===== src/rtl/pipe_stall_ctrl.sv =====
// Central stall/bubble sequencer for the 5-stage pipeline (PC, IF/ID, ID/EX, EX/MEM, MEM/WB).
// Define PIPE_PERF_EN to build the three stall performance counters; otherwise they read 0.
module pipe_stall_ctrl #(
  parameter int TIMEOUT_W = 8
) (
  input  logic        clk,
  input  logic        rst,
  input  logic        imem_stall,
  input  logic        imem_done,
  input  logic        dmem_stall,
  input  logic        dmem_done,
  input  logic        load_use,
  input  logic        branch_flush,
  input  logic        halt_mem,
  output logic        pc_en,
  output logic        ifid_en,
  output logic        idex_en,
  output logic        exmem_en,
  output logic        memwb_en,
  output logic        ifid_bubble,
  output logic        idex_bubble,
  output logic        memwb_bubble,
  output logic        imem_cancel,
  output logic        halted,
  output logic        timeout_err,
  output logic [1:0]  state,
  output logic [15:0] stall_dmem_cnt,
  output logic [15:0] stall_imem_cnt,
  output logic [15:0] lu_bubble_cnt
);

  // RUN: flowing | IWAIT: fetch outstanding | DWAIT: data access outstanding | HALTED: stopped until reset
  typedef enum logic [1:0] {
    RUN    = 2'd0,
    IWAIT  = 2'd1,
    DWAIT  = 2'd2,
    HALTED = 2'd3
  } state_t;

  state_t state_q, state_nxt;
  logic   imem_pend, pend_nxt;
  logic   timeout_q;
  logic   in_wait;
  logic [TIMEOUT_W-1:0] wait_cnt, wait_inc;

  logic pc_en_c, ifid_en_c, idex_en_c, exmem_en_c, memwb_en_c;
  logic ifid_bub_c, idex_bub_c, memwb_bub_c, cancel_c;

  always_ff @(posedge clk or posedge rst) begin
    if (rst) begin
      state_q   <= RUN;
      imem_pend <= 1'b0;
      wait_cnt  <= '0;
      timeout_q <= 1'b0;
    end else begin
      state_q   <= state_nxt;
      imem_pend <= pend_nxt;
      if (state_nxt == RUN)
        wait_cnt <= '0;
      else if (in_wait)
        wait_cnt <= wait_inc;
      if (in_wait && (&wait_inc))
        timeout_q <= 1'b1;
    end
  end

  assign in_wait  = (state_q == IWAIT) || (state_q == DWAIT);
  assign wait_inc = (&wait_cnt) ? wait_cnt : wait_cnt + 1'b1;

  always_comb begin
    state_nxt   = state_q;
    pend_nxt    = imem_pend;
    pc_en_c     = 1'b1;
    ifid_en_c   = 1'b1;
    idex_en_c   = 1'b1;
    exmem_en_c  = 1'b1;
    memwb_en_c  = 1'b1;
    ifid_bub_c  = 1'b0;
    idex_bub_c  = 1'b0;
    memwb_bub_c = 1'b0;
    cancel_c    = 1'b0;
    case (state_q)
      RUN: begin
        if (dmem_stall) begin
          {pc_en_c, ifid_en_c, idex_en_c, exmem_en_c} = 4'b0000;
          memwb_bub_c = 1'b1;
          pend_nxt    = imem_stall;
          state_nxt   = DWAIT;
        end else if (halt_mem) begin
          {pc_en_c, ifid_en_c, idex_en_c, exmem_en_c} = 4'b0000;
          state_nxt = HALTED;
        end else if (branch_flush) begin
          ifid_bub_c = 1'b1;
          idex_bub_c = 1'b1;
          cancel_c   = imem_stall;
        end else if (imem_stall) begin
          pc_en_c = 1'b0;
          // a load-use hazard holds IF/ID instead, so the bubble moves down to ID/EX
          if (load_use) begin
            ifid_en_c  = 1'b0;
            idex_bub_c = 1'b1;
          end else begin
            ifid_bub_c = 1'b1;
          end
          state_nxt = IWAIT;
        end else if (load_use) begin
          pc_en_c    = 1'b0;
          ifid_en_c  = 1'b0;
          idex_bub_c = 1'b1;
        end
      end
      IWAIT: begin
        if (dmem_stall) begin
          {pc_en_c, ifid_en_c, idex_en_c, exmem_en_c} = 4'b0000;
          memwb_bub_c = 1'b1;
          pend_nxt    = ~imem_done;
          state_nxt   = DWAIT;
        end else if (halt_mem) begin
          {pc_en_c, ifid_en_c, idex_en_c, exmem_en_c} = 4'b0000;
          state_nxt = HALTED;
        end else if (branch_flush) begin
          ifid_bub_c = 1'b1;
          idex_bub_c = 1'b1;
          cancel_c   = 1'b1;
          state_nxt  = RUN;
        end else if (imem_done) begin
          if (load_use) begin
            pc_en_c    = 1'b0;
            ifid_en_c  = 1'b0;
            idex_bub_c = 1'b1;
          end
          state_nxt = RUN;
        end else begin
          pc_en_c = 1'b0;
          if (load_use) begin
            ifid_en_c  = 1'b0;
            idex_bub_c = 1'b1;
          end else begin
            ifid_bub_c = 1'b1;
          end
        end
      end
      DWAIT: begin
        pend_nxt = imem_pend & ~imem_done;
        if (dmem_done) begin
          state_nxt = pend_nxt ? IWAIT : RUN;
        end else begin
          {pc_en_c, ifid_en_c, idex_en_c, exmem_en_c} = 4'b0000;
          memwb_bub_c = 1'b1;
        end
      end
      HALTED: begin
        {pc_en_c, ifid_en_c, idex_en_c, exmem_en_c, memwb_en_c} = 5'b00000;
      end
      default: state_nxt = RUN;
    endcase
  end

  assign pc_en        = pc_en_c & ~rst;
  assign ifid_en      = ifid_en_c & ~rst;
  assign idex_en      = idex_en_c & ~rst;
  assign exmem_en     = exmem_en_c & ~rst;
  assign memwb_en     = memwb_en_c & ~rst;
  assign ifid_bubble  = ifid_bub_c & ~rst;
  assign idex_bubble  = idex_bub_c & ~rst;
  assign memwb_bubble = memwb_bub_c & ~rst;
  assign imem_cancel  = cancel_c & ~rst;
  assign halted       = (state_q == HALTED) & ~rst;
  assign timeout_err  = timeout_q;
  assign state        = state_q;

`ifdef PIPE_PERF_EN
  logic        dmem_ev, imem_ev, lu_ev;
  logic [15:0] dmem_q, imem_q, lu_q;

  // memwb_bubble is raised exactly when EX/MEM is frozen for a data-memory wait
  assign dmem_ev = memwb_bub_c & ~rst;
  assign imem_ev = ~pc_en_c & ~rst &
                   ((state_q == IWAIT) || ((state_q == RUN) && exmem_en_c && imem_stall));
  assign lu_ev   = idex_bub_c & ~ifid_en_c & ~rst;

  always_ff @(posedge clk or posedge rst) begin
    if (rst) begin
      dmem_q <= '0;
      imem_q <= '0;
      lu_q   <= '0;
    end else begin
      if (dmem_ev && !(&dmem_q)) dmem_q <= dmem_q + 16'd1;
      if (imem_ev && !(&imem_q)) imem_q <= imem_q + 16'd1;
      if (lu_ev && !(&lu_q))     lu_q   <= lu_q + 16'd1;
    end
  end

  assign stall_dmem_cnt = dmem_q;
  assign stall_imem_cnt = imem_q;
  assign lu_bubble_cnt  = lu_q;
`else
  assign stall_dmem_cnt = 16'd0;
  assign stall_imem_cnt = 16'd0;
  assign lu_bubble_cnt  = 16'd0;
`endif

endmodule


===== config.mk =====
export PLATFORM = sky130hd
export DESIGN_NAME = pipe_stall_ctrl
export DESIGN_NICKNAME = d
export VERILOG_FILES = /design/src/rtl/pipe_stall_ctrl.sv
export SDC_FILE = /design/constraint.sdc
export NUM_CORES = 1
export LEC_CHECK = 0
export BUFFER_PORTS_ARGS = -buffer_cell sky130_fd_sc_hd__buf_2
export CORE_MARGIN = 2
export CORE_UTILIZATION = 46
export DETAILED_ROUTE_END_ITERATION = 10
export PLACE_DENSITY = 0.87
export SLEW_MARGIN = 10
export SYNTH_ARGS = -nofsm -noshare
export SYNTH_HDL_FRONTEND = slang
export SYNTH_SLANG_ARGS = --single-unit

===== constraint.sdc =====
create_clock -name clk -period 2.3 [get_ports clk]
set_input_delay 0.115 -clock clk [delete_from_list [all_inputs] [get_ports clk]]
set_output_delay 0.115 -clock clk [all_outputs]
set_load 0.005 [all_outputs]

==> flow_summary.toml <==
[run_status]
outcome = "complete, no violations"

[grt]
antenna_found_initial = 0
grt_max_degree = 14
grtUsageTotal = 0.1458
overflow = 0
grt_pass1_vias = 902
grt_pass1_wl_um = 4015

[logic_synthesis]
ys_seq_area_frac = 0.2130
yosys_warnings = 0
syn_area_mm2 = 0.001410
ys_seq_elements = 12
yosysTopAreaCell = "buf_4"
synth_ff_type = "dfrtp_1"
synth.distinct_cells = 40
synthArstFlopShare = 1.000
synthTopCellsByArea = "buf_4 (26%), dfrtp_1 (21%), ha_1 (4.4%), nor2_1 (4.0%), a2111oi_4 (3.9%)"
yosys.area.top_type_share = 0.2609
synth_enable_flop_cells = 0
syn-instance-count = 173
avgSynthCellArea_um2 = 8.151

[route]
ant_nets = 0
post_drt_wl_per_cell_um = 10.94
first_iter_violations = 27
drtPass1Iterations = 4
viasPerCell = 4.916
wl_um = 2461
vias = 1106
drc = 0

[floorplan]
dieArea_mm2 = 0.003524
die_h_um = 59.37
die_w_um = 59.37
ios = 70
coreArea_mm2 = 0.002978
initial_core_util = 0.4735
num_rows = 20

[clocking]
cts_tree = "built"
post_cts_buffers = 0
clk_pin_slew_worst_paths_ps = 80
tritoncts.num_buffers = 3
htreeDepth = 1
insertion_delay_ps = 280
cts_sinks = 12
cts_buffer_depth = 2
cts_root_buf = "clkbuf_4"

[critical_path]
cpLargestDelayFamily = "buffers and inverters"
cp_slowest_cell = "dfrtp_1"
slowest_delay_ps = 460
path_buf_inv = 4
setup.worst_path.end_class = "primary output"
crit_type = "register to primary output"
r2r_start = "state[1]"
cp-startpoint = "state[0]"
crit_chain = "inv_1 -> ha_2 -> nor2_1 -> buf_4 -> inv_1 -> a21oi_1 -> nor3_1 -> buf_2"
crit_fanout = 8
cp.required_ps = 2180
crit_top_cell = "inv_1"
crit_path_start_kind = "register"
arrival_ps = 1990

[timing]
max_freq_mhz = 475.8
clock_skew_ps = 4.315
fin_crit_ps = 2102
slew_violations = 0
rsz0062_at_grt = "false"
setup-violations-final = 0
slew_headroom = 0.6562
finalHoldViolCount = 0
post-route-period-util = 0.9137
fin_setup_tns_ps = 0
tightest_slew_ps = 515.1

[power_and_ir_drop]
ir_drop_mv = 0.3988
power.density_mw_per_mm2 = 859.5
totalPowerFinal_w = 0.001192
power.leakage_nw = 0.6865

[final_layout]
n_fill_cell = 288
antenna_cells = 0
fin_nets = 207
drive_gt1_frac = 0.1875
syn2layout_area_growth_pct = -1.686

[run]
drv_cap = 0

[hold_path]
min-delay-start = "imem_stall"
hp-class = "input port to register"

[placement]
hpwl_um = 1933
portBuffers = 21
place_congestion = 0.8065
cell usage after synthesis (2+ instances only):
cell type  instances
nand2_1           12
nand3_1            5
nor3b_1            2
o21a_1             2
inv_1              8
mux2i_1            4
nor2_1            15
a2111oi_4          2
nand4_1            3
o21ai_0            6
ha_1               5
xor2_1             2
xnor2_1            2
buf_2              4
dfrtp_1           12
a31oi_1            4
a21oi_1            9
nor3_1             5
nor2b_1            2
buf_4             49
timing repair:
| action | in CTS | in global routing |
|---|---|---|
| setup endpoints to repair | 0 | 2 |
| gates resized for setup | 0 | 1 |
| hold buffers | 1 | 0 |
| endpoints found under the hold margin | 12 | 0 |
stage by stage:
stage	hold slack [ps]	util	instance area [µm²]	setup WS [ps]	cells
4_1_cts	202.6	0.4647	1384	144.6	225
6_report	200.1	0.4655	1386	198.4	225
3_3_place_gp	212.7	0.4492	1338	206.4	220
3_5_place_dp	224.7	0.4492	1338	167.6	220
2_1_floorplan	-12.28	-	1587	405.9	220
5_1_grt	269.9	0.4655	1386	72.63	225
routing by layer:
layer / track usage / wire length, µm
met5: 0 / 0
met4: 0.03247 / 22
met3: 0.03275 / 185
met2: 0.2527 / 1265
met1: 0.1834 / 988
worst min-delay path: stages:
cell     delay [ps]
buf_2           140
mux2i_1         110
o21ai_0          70
report_power, final:
part	internal [W]	switching, W	total [W]	leakage, nW
combinational	0.000296	0.000407	0.000703	0.504
clock	0.0000965	0.0000738	0.000170	0.0210
sequential	0.000254	0.0000634	0.000318	0.161
final timing paths:
path	cells after the start	end	slack, ps
worst max-delay path	8	memwb_bubble	200
worst min-delay path	3	imem_pend	200
worst max register to register	7	wait_cnt[4]	250
worst min register to register	1	timeout_err	470
max in group asynchronous	3	wait_cnt[6]	1490
min in group asynchronous	3	state[0]	460
registers in the layout (all words and copies together) (netlist names):
register / cells
timeout_err: 1
state: 2
wait_cnt: 8
imem_pend: 1
layout by cell type, fill, tap and decap left out, drive strengths merged, types with 2 or more instances in the layout:
cell / count
conb: 48
buf: 22
nor2: 16
nand2: 12
dfrtp: 12
a21oi: 9
inv: 8
nor3: 7
o21ai: 6
nand3: 5
ha: 5
mux2i: 4
a31oi: 4
clkbuf: 4
nand4: 3
nor3b: 2
nor2b: 2
a2111oi: 2
o21a: 2
xnor2: 2
xor2: 2
layout make-up:
cell class	instances	area [µm²]	share of cell area
flip-flops and latches	12	300.3	0.2166
multi-input cells	145	855.8	0.6173
well taps	33	41.29	0.02978
repair buffers	23	122.6	0.08845
clock buffers	4	36.28	0.02617
inverters	8	30.03	0.02166
kinds of logic after synthesis:
group / share of synthesized area
buf+inv: 0.3070
simple gates: 0.2076
compound gates: 0.1721
flops: 0.2130
fa+ha+maj: 0.04437
xor+xnor: 0.02485
mux: 0.02840
other cells: 0.002659
No activity file was read; power rests on OpenSTA's default activity.
